## src/rtl/lod_share_scheduler.sv

```systemverilog
// Round-robin scheduler that time-shares one registered 32-bit leading-one detector
// among NUM_REQ lanes, with per-lane request/response handshakes and one result slot per lane.
module lod_share_scheduler #(
  parameter int NUM_REQ = 4,
  parameter int WORD_W  = 32,
  parameter int LOC_W   = 6
) (
  input  logic                      clk,
  input  logic                      rstN,
  input  logic [NUM_REQ-1:0]        reqValid,
  input  logic [NUM_REQ*WORD_W-1:0] reqWord,
  output logic [NUM_REQ-1:0]        reqReady,
  output logic [NUM_REQ-1:0]        rspValid,
  output logic [NUM_REQ*LOC_W-1:0]  rspLoc,
  input  logic [NUM_REQ-1:0]        rspReady,
  output logic [WORD_W-1:0]         lodWord,
  input  logic [LOC_W-1:0]          lodLoc,
  output logic                      busy
);

  localparam int TAG_W = $clog2(NUM_REQ);

  logic [TAG_W-1:0]         rrPtr_q, rrPtr_d;
  logic [TAG_W-1:0]         s1Tag_q, s2Tag_q;
  logic                     s1V_q, s2V_q;
  logic [WORD_W-1:0]        lodWord_q;
  logic [NUM_REQ-1:0]       rspValid_q;
  logic [NUM_REQ*LOC_W-1:0] rspLoc_q;

  logic [NUM_REQ-1:0]       eligible;
  logic [TAG_W-1:0]         grantIdx;
  logic [TAG_W-1:0]         cand;
  logic                     grantFound;

  // A lane may issue only when it has nothing in the pipe and its slot will be free on arrival.
  always_comb begin
    eligible = '0;
    for (int i = 0; i < NUM_REQ; i++) begin
      eligible[i] = reqValid[i]
                  & !(s1V_q && (s1Tag_q == TAG_W'(i)))
                  & !(s2V_q && (s2Tag_q == TAG_W'(i)))
                  & (!rspValid_q[i] | rspReady[i]);
    end
  end

  always_comb begin
    grantFound = 1'b0;
    grantIdx   = '0;
    cand       = '0;
    reqReady   = '0;
    for (int k = 0; k < NUM_REQ; k++) begin
      cand = TAG_W'((int'(rrPtr_q) + k) % NUM_REQ);
      if (!grantFound && eligible[cand]) begin
        grantFound = 1'b1;
        grantIdx   = cand;
      end
    end
    if (grantFound && rstN) begin
      reqReady[grantIdx] = 1'b1;
    end
    if (!grantFound) begin
      rrPtr_d = rrPtr_q;
    end else if (grantIdx == TAG_W'(NUM_REQ - 1)) begin
      rrPtr_d = '0;
    end else begin
      rrPtr_d = grantIdx + 1'b1;
    end
  end

  // A slot refill in the same edge as its consumption wins over the clear.
  always_ff @(posedge clk or negedge rstN) begin
    if (!rstN) begin
      rrPtr_q    <= '0;
      s1Tag_q    <= '0;
      s2Tag_q    <= '0;
      s1V_q      <= 1'b0;
      s2V_q      <= 1'b0;
      lodWord_q  <= '0;
      rspValid_q <= '0;
      rspLoc_q   <= '0;
    end else begin
      rrPtr_q <= rrPtr_d;
      s1V_q   <= grantFound;
      if (grantFound) begin
        lodWord_q <= reqWord[grantIdx*WORD_W +: WORD_W];
        s1Tag_q   <= grantIdx;
      end
      s2V_q   <= s1V_q;
      s2Tag_q <= s1Tag_q;
      for (int i = 0; i < NUM_REQ; i++) begin
        if (rspValid_q[i] && rspReady[i]) begin
          rspValid_q[i] <= 1'b0;
        end
      end
      if (s2V_q) begin
        rspValid_q[s2Tag_q]                 <= 1'b1;
        rspLoc_q[s2Tag_q*LOC_W +: LOC_W]    <= lodLoc;
      end
    end
  end

  slotOverwrite : assert property (@(posedge clk) disable iff (!rstN)
    s2V_q |-> (!rspValid_q[s2Tag_q] || rspReady[s2Tag_q]));

  assign lodWord  = lodWord_q;
  assign rspValid = rspValid_q;
  assign rspLoc   = rspLoc_q;
  assign busy     = s1V_q | s2V_q | (|rspValid_q);

endmodule
```

## config.mk

```make
export PLATFORM = sky130hd
export DESIGN_NAME = lod_share_scheduler
export DESIGN_NICKNAME = d
export VERILOG_FILES = /design/src/rtl/lod_share_scheduler.sv
export SDC_FILE = /design/constraint.sdc
export NUM_CORES = 1
export LEC_CHECK = 0
export ABC_AREA = 1
export BUFFER_PORTS_ARGS = -buffer_cell sky130_fd_sc_hd__buf_2
export CAP_MARGIN = 20
export CORE_MARGIN = 4
export CORE_UTILIZATION = 30
export DETAILED_ROUTE_END_ITERATION = 6
export PLACE_DENSITY = 0.52
export SETUP_SLACK_MARGIN = 0.4
export SLEW_MARGIN = 0
export SYNTH_ARGS = -nofsm -noshare
export SYNTH_HDL_FRONTEND = slang
export SYNTH_SLANG_ARGS = --single-unit
```

## constraint.sdc

```tcl
create_clock -name clk -period 3.35 [get_ports clk]
set_input_delay 0.5025 -clock clk [delete_from_list [all_inputs] [get_ports clk]]
set_output_delay 0.5025 -clock clk [all_outputs]
set_load 0.05 [all_outputs]
```

==> qor.txt, run 1 <==
Post-synthesis net count: 907
Insertion delay to the later sink of the worst-skew pair: 340 ps
Arrival time of data at the critical path endpoint: 2450 ps
Outcome: complete, no violations
Vias per std cell: 4.47
Cell area after technology mapping: 4820 um2
Synthesis warning total: 0
Starting density of the core: 30.5%
Average size of a mapped cell: 6.37 um2
Area of the die: 18200 um2
Gr usage total: 17.6%
Area leader, netlist: sky130_fd_sc_hd__dfrtp_1
Critical Path Source Type: flop
Cell with the most instances after synthesis: sky130_fd_sc_hd__nand2_1
Final critical-path share of the clock period: 88.0%
Max-cap violations: 0
Routed len/inst: 13.6 um
Setup repair after global routing missed its margin: yes
Diodes inserted: 0
Starting DRC count in detailed routing: 248
Fraction of registers with async set/reset: 100%
Final critical-path required period: 2950 ps
Fmax: 339 MHz
Filler cell count: 1692
Seq cells post-synth: 68
Final RePlAce weighted congestion: 0.873
DRC Markers: 0
Die outline width: 135 um
Post-synth top cells: sky130_fd_sc_hd__nand2_1, sky130_fd_sc_hd__nand3_1, sky130_fd_sc_hd__inv_1
Count of final hold-check violations: 0
Total Neg Setup Slack: 0 ps
Slew of the pin with the lowest slew margin: 707 ps
Gate count after technology mapping: 757
Total number of vias: 5284
Crit path largest cell delay: 460 ps
Final setup violation count: 0
Category of the worst setup path capture point: output port
Maximum number of pins on one net before global-route repair: 65
Number of buffers created by CTS: 9
TritonCTS clock tree: built
Number of nets in the final layout: 1110
Total detailed-routing wirelength: 16100 um
Fraction of layout cells with a size suffix above 1: 32.8%
Worst path slowest cell: sky130_fd_sc_hd__dfrtp_2
Setup clock skew after layout: 9.06 ps
Worst slew margin: 52.9%
Biggest fanout along the worst timing path: 8
Number of distinct library cells after synthesis: 32
Worst setup slack for register-to-register paths: 660 ps
Sequential share of the synthesized area: 35.3%
Estimated wirelength of the detail-placed design: 11800 um
Flip-flop cell with the highest count after synthesis: sky130_fd_sc_hd__dfrtp_1
PortBufs: 208
Cells along the critical path: ha_4 > nand2_4 > nand2_2 > o21ai_2 > nand3_4 > nand2_4 > nor2_2 > nand2_1 > nor2_4 > inv_2 > nand2_4 > nor3_4 > buf_6
Share of Yosys cell area claimed by the top area cell type: 35.3%
Post-synth EDFFs: 0
Relative area change from synthesis to final layout: 37.2%
Global-route wire length before repair: 25400 um
Detailed-routing iteration count for the pre-antenna-repair pass: 4
Slew Viols, Final: 0
Area contributors post-synth: sky130_fd_sc_hd__dfrtp_1, sky130_fd_sc_hd__nand2_1, sky130_fd_sc_hd__nand3_1
Number of placement rows: 46
Sinks on the clock net: 68
Number of H-tree levels: 3
Root buf cell: sky130_fd_sc_hd__clkbuf_16
Via count of the first global-routing pass: 5035
Cell mode on critical path: sky130_fd_sc_hd__nand2_4
Hold Path Class: primary input to asynchronous set/reset pin
Core area: 15800 um2
Number of antenna-violating nets in the routed design: 0
Num ports: 209
GR Overflow Total: 0
Max clock buf depth: 2
Clock slew at the register clock pins of the worst setup and hold paths: 60 ps
Req. time, crit path: 2850 ps
Die Span Y: 135 um
Number of antenna violations at the first check in global routing: 0
Hold_buf cts: 0
Type of the worst setup path: flop to output port
## cell usage in the layout (no fill, tap or decap), types with 6 or more instances in the layout
cell type / n
sky130_fd_sc_hd__nand3_2: 13
sky130_fd_sc_hd__o21ai_0: 27
sky130_fd_sc_hd__nor2_4: 6
sky130_fd_sc_hd__nand2_2: 13
sky130_fd_sc_hd__a21oi_1: 8
sky130_fd_sc_hd__dfrtp_1: 65
sky130_fd_sc_hd__nor2_1: 16
sky130_fd_sc_hd__buf_4: 23
sky130_fd_sc_hd__inv_1: 91
sky130_fd_sc_hd__inv_2: 6
sky130_fd_sc_hd__buf_2: 203
sky130_fd_sc_hd__nand3_1: 106
sky130_fd_sc_hd__nand2_1: 316
sky130_fd_sc_hd__nand2_4: 8
sky130_fd_sc_hd__clkbuf_16: 9
## path summary, 6_finish.rpt
path / start / to / cells past startpoint
worst max-delay path: s2Tag_q[0] / reqReady[1] / 13
worst min-delay path: rstN / rspLoc[5] / 1
worst max register to register: s2Tag_q[0] / lodWord[24] / 15
worst min register to register: lodWord[14] / lodWord[14] / 2
max in group asynchronous: rstN / rspLoc[0] / 2
min in group clk: rspReady[0] / rspValid[0] / 4
## state kept, by name (all words and copies together) (netlist names)
name      flops
rspLoc       24
s2Tag_q       2
s2V_q         1
rspValid      4
s1V_q         1
rrPtr_q       2
lodWord      32
s1Tag_q       2
## layer usage
| layer | GRT usage, % | wire, um |
|---|---|---|
| met5 | 0 | 0 |
| met2 | 28.8 | 7590 |
| met3 | 5.37 | 1430 |
| met4 | 6.00 | 218 |
| met1 | 22.0 | 6870 |
## stage by stage
step                std cells  util [%]  instance area [um2]  worst slack, ps  hold WS (ps)
finish                   1181      41.8                 6620              401           126
global route             1181      41.8                 6620              260           161
CTS                      1180      41.2                 6520              389           136
detailed placement       1153      38.0                 6010              366           461
global placement         1153      38.0                 6010              422           459
floorplan                 757         -                 4890              410           207
## cell families (layout without fill, tap and decap cells)
family / count (synthesis) / in the layout / share of synthesized area (%)
AND/OR/NAND/NOR: 494 / 494 / 44.0
adder cells (fa/ha/maj): 6 / 6 / 1.56
AO/OA/AOI/OAI: 47 / 47 / 5.45
flip-flops: 68 / 68 / 35.3
XOR/XNOR: 2 / 2 / 0.363
buffers and inverters: 140 / 348 / 13.4
## worst max-delay path: cells and delay by family, from the launching register on
kind / cells / cell delay (ps)
compound gates: 1 / 260
fa+ha+maj: 1 / 200
buf+inv: 2 / 250
flops: 1 / 460
simple gates: 9 / 930
## final cells by class
cell class / instances / area (um2) / share of cell area, %
clock inverter: 7 / 75.1 / 1.13
multi-input combinational: 549 / 2710 / 40.9
timing repair buffer: 230 / 1240 / 18.7
inverter: 102 / 397 / 5.99
clock buffer: 9 / 225 / 3.40
sequential: 68 / 1710 / 25.8
tap: 216 / 270 / 4.08
## what timing repair did
action                     CTS  global route
setup endpoints to repair    4             6
resized for setup           32            25
pin swaps                   12            12
setup buffers               11             1
Power of run 1 is left out: the tool's default activity adds up to more than one toggle a clock period on the data nets, which glitch-free logic cannot reach.
==> run 2, diff against run 1 <==
--- a/config.mk
+++ b/config.mk
@@ -8,7 +8,6 @@
 export ABC_AREA = 1
 export BUFFER_PORTS_ARGS = -buffer_cell sky130_fd_sc_hd__buf_2
 export CAP_MARGIN = 20
-export CORE_MARGIN = 4
 export CORE_UTILIZATION = 30
 export DETAILED_ROUTE_END_ITERATION = 6
 export PLACE_DENSITY = 0.52
==> run 2 against run 1 <==
Compared with the run above:
- die area is 8.7% lower
- utilization increased by 1.9 points
- sequential share of layout area decreased by 0.52 points
- sequential cell count did not move
- global-route usage up 2.4 points
- clock-buffer cell count increased by 1
- register-to-register slack worse by 30 ps
- hold slack better by 280 ps
- critical path type unchanged
- largest cell class unchanged
==> qor.txt, run 2 (synthesis gave the netlist of run 1 again) <==
Slew of the pin with the lowest slew margin: 867 ps
Req. time, crit path: 2850 ps
Via count of the first global-routing pass: 5068
Root buf cell: sky130_fd_sc_hd__clkbuf_16
Finished layout cell area: 6740 um2
GR Overflow Total: 0
Starting DRC count in detailed routing: 297
Area of the die: 16600 um2
Outcome: complete, no violations
Number of flip-flops in the largest register: 32
Setup repair after global routing missed its margin: yes
Clock slew at the register clock pins of the worst setup and hold paths: 60 ps
Final critical-path required period: 2960 ps
Number of nets in the final layout: 1125
Crit path launch: s2Tag_q[1]
Detailed-routing iteration count for the pre-antenna-repair pass: 5
Fraction of layout cells with a size suffix above 1: 33.9%
Starting density of the core: 31.3%
Global-route wire length before repair: 25400 um
Max-cap violations: 0
Number of antenna-violating nets in the routed design: 0
Cell mode on critical path: sky130_fd_sc_hd__nand2_2
Die Span Y: 129 um
Estimated wirelength of the detail-placed design: 11400 um
Num ports: 209
Core area: 15400 um2
Placed Instance Area: 6020 um2
Cell count along the critical path: 16
Arrival time of data at the critical path endpoint: 2460 ps
Type of the worst setup path: flop to output port
Gr usage total: 19.9%
Most frequent cells in the layout: sky130_fd_sc_hd__nand2_1, sky130_fd_sc_hd__buf_2, sky130_fd_sc_hd__nand3_1
Slew Viols, Final: 0
Total Neg Setup Slack: 0 ps
Total number of vias: 5331
Final RePlAce weighted congestion: 0.849
Register-to-Register Path Depth: 17
Insertion delay to the later sink of the worst-skew pair: 340 ps
Number of buffer and inverter stages on the critical path: 4
Vias per std cell: 4.47
Commonest non-fill, non-tap cell in the layout: sky130_fd_sc_hd__nand2_1
Reg2Reg Launch Point: s2Tag_q[1]
Number of placement rows: 45
Biggest fanout along the worst timing path: 4
Fmax: 338 MHz
Worst setup slack for register-to-register paths: 630 ps
Worst slew margin: 42.2%
Count of final hold-check violations: 0
Relative area change from synthesis to final layout: 39.8%
Routed len/inst: 13.2 um
Crit path largest cell delay: 420 ps
Dominant delay contributor by cell family on the critical path: simple AND/OR/NAND/NOR gates
Number of buffers created by CTS: 9
Category of the worst setup path capture point: output port
Setup clock skew after layout: 6.82 ps
Hold Path Class: primary input to asynchronous set/reset pin
Maximum number of pins on one net before global-route repair: 69
Die outline width: 129 um
Final critical-path share of the clock period: 88.3%
Max clock buf depth: 2
Number of antenna violations at the first check in global routing: 0
Worst path slowest cell: sky130_fd_sc_hd__dfrtp_1
Critical Path Source Type: flop
TritonCTS clock tree: built
Sinks on the clock net: 68
Final setup violation count: 0
PortBufs: 208
Number of H-tree levels: 3
Total detailed-routing wirelength: 15800 um
Cells along the critical path: inv_2 > ha_4 > nand2_4 > nand3_2 > nor2_4 > nand2_1 > nand2_2 > nand2_1 > nand2_2 > a21oi_2 > nand2_2 > nand2_4 > inv_4 > buf_4 > nor3_4 > buf_6
DRC Markers: 0
==> run 2: cell types whose count changed in the layout (fill, tap and decap cells not counted), moves of 2 or more <==
cell and delta:
sky130_fd_sc_hd__buf_6 +3, sky130_fd_sc_hd__buf_4 +13, sky130_fd_sc_hd__inv_4 +3, sky130_fd_sc_hd__dfrtp_1 +2, sky130_fd_sc_hd__dfrtp_2 -2, sky130_fd_sc_hd__o21ai_0 -2
sky130_fd_sc_hd__o21ai_2 +2
==> run 2: final cells by class <==
class | instances | area (um2)
antenna | 1 | 2.50
fill | 1695 | 8680
clock inverter | 6 | 86.3
timing repair buffer | 245 | 1350
multi-input combinational | 549 | 2690
inverter | 102 | 402
tap | 211 | 264
clock buffer | 10 | 239
sequential | 68 | 1700
==> run 2: path summary, 6_finish.rpt <==
kind / endpoint
max reg2reg: lodWord[6]
max in group asynchronous: s2Tag_q[0]
min in group clk: rspValid[0]
max: reqReady[0]
min: rspValid[0]
min reg2reg: lodWord[18]
==> run 2: metal layers <==
metal | share of wire (%) | up-vias | global-route usage, %
met4 | 1.1 | 0 | 5.81
li1 | - | 2785 | -
met2 | 47 | 198 | 33.0
met1 | 44 | 2335 | 25.1
met3 | 7.3 | 13 | 5.82
met5 | 0 | - | 0
==> run 2: worst reg2reg max path: cells and delay by family, from the launching register on <==
family,cells,cell delay [ps]
flops,1,410
simple gates,14,1390
buf+inv,2,630
fa+ha+maj,1,170
==> run 2: timing repair <==
| item | CTS | global route |
|---|---|---|
| buffers inserted | 18 | 6 |
| setup endpoints to repair | 4 | 50 |
| hold buffers | 0 | 0 |
| resized for setup | 31 | 27 |
| pin swaps | 15 | 13 |
==> run 2: metrics by stage <==
| step | worst slack, ps | std cells | util (%) | hold slack (ps) |
|---|---|---|---|---|
| final | 392 | 1192 | 43.7 | 410 |
| after global routing | 258 | 1191 | 43.7 | 448 |
| after CTS | 368 | 1185 | 42.8 | 410 |
| after detailed placement | 320 | 1151 | 39.1 | 460 |
| after global placement | 345 | 1151 | 39.1 | 459 |
| after floorplan | 410 | 757 | - | 207 |
Power of run 2 is left out for the same reason.
==> run 3, diff against run 2 <==
--- a/config.mk
+++ b/config.mk
@@ -11,6 +11,7 @@
 export CORE_UTILIZATION = 30
 export DETAILED_ROUTE_END_ITERATION = 6
 export PLACE_DENSITY = 0.52
+export REMOVE_ABC_BUFFERS = 1
 export SETUP_SLACK_MARGIN = 0.4
 export SLEW_MARGIN = 0
 export SYNTH_ARGS = -nofsm -noshare
==> run 3 against run 2 <==
Compared with the run above:
- hold slack worse by 150 ps
- die area stayed put
- register-to-register slack better by 40 ps
- clock-buffer cell count is 4 higher
- routed wire length grew 0.55%
- cell count down 1.0%
- sequential cell count did not move
- critical endpoint is now reqReady[3]
- highest routed layer unchanged
==> qor.txt, run 3 (synthesis gave the netlist of run 1 again) <==
Outcome: complete, no violations
Slew of the pin with the lowest slew margin: 725 ps
Routed len/inst: 13.4 um
Total number of vias: 5333
Relative area change from synthesis to final layout: 37.5%
Die outline width: 129 um
Core area: 15400 um2
Biggest fanout along the worst timing path: 4
Reg2Reg Launch Point: s2Tag_q[1]
Crit Reg-Reg Endpoint: lodWord[3]
Slew Viols, Final: 0
Area of the die: 16600 um2
Total detailed-routing wirelength: 15900 um
Type of the worst setup path: flop to output port
Estimated wirelength of the detail-placed design: 11400 um
Maximum number of pins on one net before global-route repair: 65
Number of placement rows: 45
Final critical-path share of the clock period: 87.8%
Commonest non-fill, non-tap cell in the layout: sky130_fd_sc_hd__nand2_1
Cells along the critical path: buf_6 > ha_4 > nand2_4 > inv_2 > nor2_4 > nand2_1 > nand2_2 > nand3_4 > nand2_4 > a21oi_2 > nand2_2 > nand2_4 > inv_6 > ha_4 > inv_2 > nor2_2 > buf_6
Number of flip-flops in the largest register: 32
GR Overflow Total: 0
Fraction of layout cells with a size suffix above 1: 32.4%
Starting DRC count in detailed routing: 297
Arrival time of data at the critical path endpoint: 2440 ps
Worst slew margin: 51.7%
Setup repair after global routing missed its margin: yes
Worst path slowest cell: sky130_fd_sc_hd__dfrtp_1
Final RePlAce weighted congestion: 0.854
DRC Markers: 0
Number of buffers created by CTS: 9
Register-to-Register Path Depth: 18
Final setup violation count: 0
Dominant delay contributor by cell family on the critical path: simple AND/OR/NAND/NOR gates
TritonCTS clock tree: built
Count of placed standard cells in the final layout, fillers left out: 1180
Max clock buf depth: 2
PortBufs: 208
Sinks on the clock net: 68
Category of the worst setup path capture point: output port
Crit path launch: s2Tag_q[1]
Vias per std cell: 4.52
Global-route wire length before repair: 25300 um
Starting density of the core: 31.3%
Fmax: 340 MHz
Crit path largest cell delay: 410 ps
Final core utilization: 43.0%
Worst hold margin: 265 ps
Req. time, crit path: 2850 ps
Number of H-tree levels: 3
Die Span Y: 129 um
Number of antenna violations at the first check in global routing: 0
Hold Path Class: primary input to asynchronous set/reset pin
Number of nets in the final layout: 1115
Root buf cell: sky130_fd_sc_hd__clkbuf_16
Worst setup slack for register-to-register paths: 670 ps
Critical Path Source Type: flop
Cell mode on critical path: sky130_fd_sc_hd__nand2_4
Final critical-path required period: 2940 ps
Number of antenna-violating nets in the routed design: 0
Post-placement cell count: 1150
Gr usage total: 19.7%
Detailed-routing iteration count for the pre-antenna-repair pass: 4
Num ports: 209
Count of final hold-check violations: 0
Max-cap violations: 0
Via count of the first global-routing pass: 5189
Insertion delay to the later sink of the worst-skew pair: 340 ps
Filler cell count: 1691
Number of buffer and inverter stages on the critical path: 5
Most frequent cells in the layout: sky130_fd_sc_hd__nand2_1, sky130_fd_sc_hd__buf_2, sky130_fd_sc_hd__nand3_1
Clock slew at the register clock pins of the worst setup and hold paths: 50 ps
Setup clock skew after layout: 5.03 ps
Diodes inserted: 0
[run 3: changes by cell type in the layout (fill, tap and decap cells not counted), sizes merged]
cell | previous run | this run
clkinv | 3 | 2
diode | 1 | 0
clkbuf | 10 | 14
buf | 245 | 235
clkinvlp | 2 | 0
bufinv | 2 | 0
[run 3: final cells by class]
cell class	count	area (um2)	area share (%)
inverters	102	393	5.92
multi-input cells	549	2710	40.8
clock buffers	14	284	4.28
clock inverters	1	5.00	0.0755
flip-flops and latches	68	1700	25.7
well taps	211	264	3.98
repair buffers	235	1280	19.3
[run 3: worst max-delay path by stage]
stage,end,depth (start not counted)
2_1_floorplan,reqReady[1],13
3_3_place_gp,reqReady[3],15
3_5_place_dp,reqReady[3],15
4_1_cts,reqReady[0],14
5_1_grt,reqReady[3],17
6_report,reqReady[3],17
[run 3: what timing repair did]
| action | 4_1_cts | 5_1_grt |
|---|---|---|
| setup endpoints to repair | 4 | 11 |
| pin swaps | 11 | 22 |
| hold buffers | 0 | 0 |
| resized for setup | 24 | 42 |
| buffers inserted | 10 | 5 |
[run 3: metrics by stage]
stage | area (um2) | setup WS [ps] | TNS (ps)
2_1_floorplan | 4560 | -2200 | -41620
3_3_place_gp | 5960 | 428 | 0
3_5_place_dp | 5960 | 387 | 0
4_1_cts | 6410 | 398 | 0
5_1_grt | 6630 | 288 | 0
6_report | 6630 | 410 | 0
[run 3: metal layers]
layer  GRT usage, %  wire length (um)  share of wire (%)
met5              0                 0                  0
met4           7.75               257                1.6
met3           5.82              1180                7.4
met2           32.9              7570                 48
met1           23.7              6870                 43
[run 3: worst reg2reg max path, cell delays in order, from the launching register on]
cell                      delay (ps)
sky130_fd_sc_hd__dfrtp_1         410
sky130_fd_sc_hd__buf_6           130
sky130_fd_sc_hd__ha_4            160
sky130_fd_sc_hd__nand2_4          70
sky130_fd_sc_hd__inv_2            50
sky130_fd_sc_hd__nor2_4          110
sky130_fd_sc_hd__nand2_1          80
sky130_fd_sc_hd__nand2_2         110
sky130_fd_sc_hd__nand3_4         100
sky130_fd_sc_hd__nand2_4         120
sky130_fd_sc_hd__a21oi_2          60
sky130_fd_sc_hd__nand2_2         100
sky130_fd_sc_hd__buf_4           550
sky130_fd_sc_hd__nand3_1         180
sky130_fd_sc_hd__nand2_1         140
sky130_fd_sc_hd__nand2_1          70
sky130_fd_sc_hd__nand2_1          70
sky130_fd_sc_hd__nand2_1          50
sky130_fd_sc_hd__nand2_1          70
Power of run 3 is left out for the same reason.
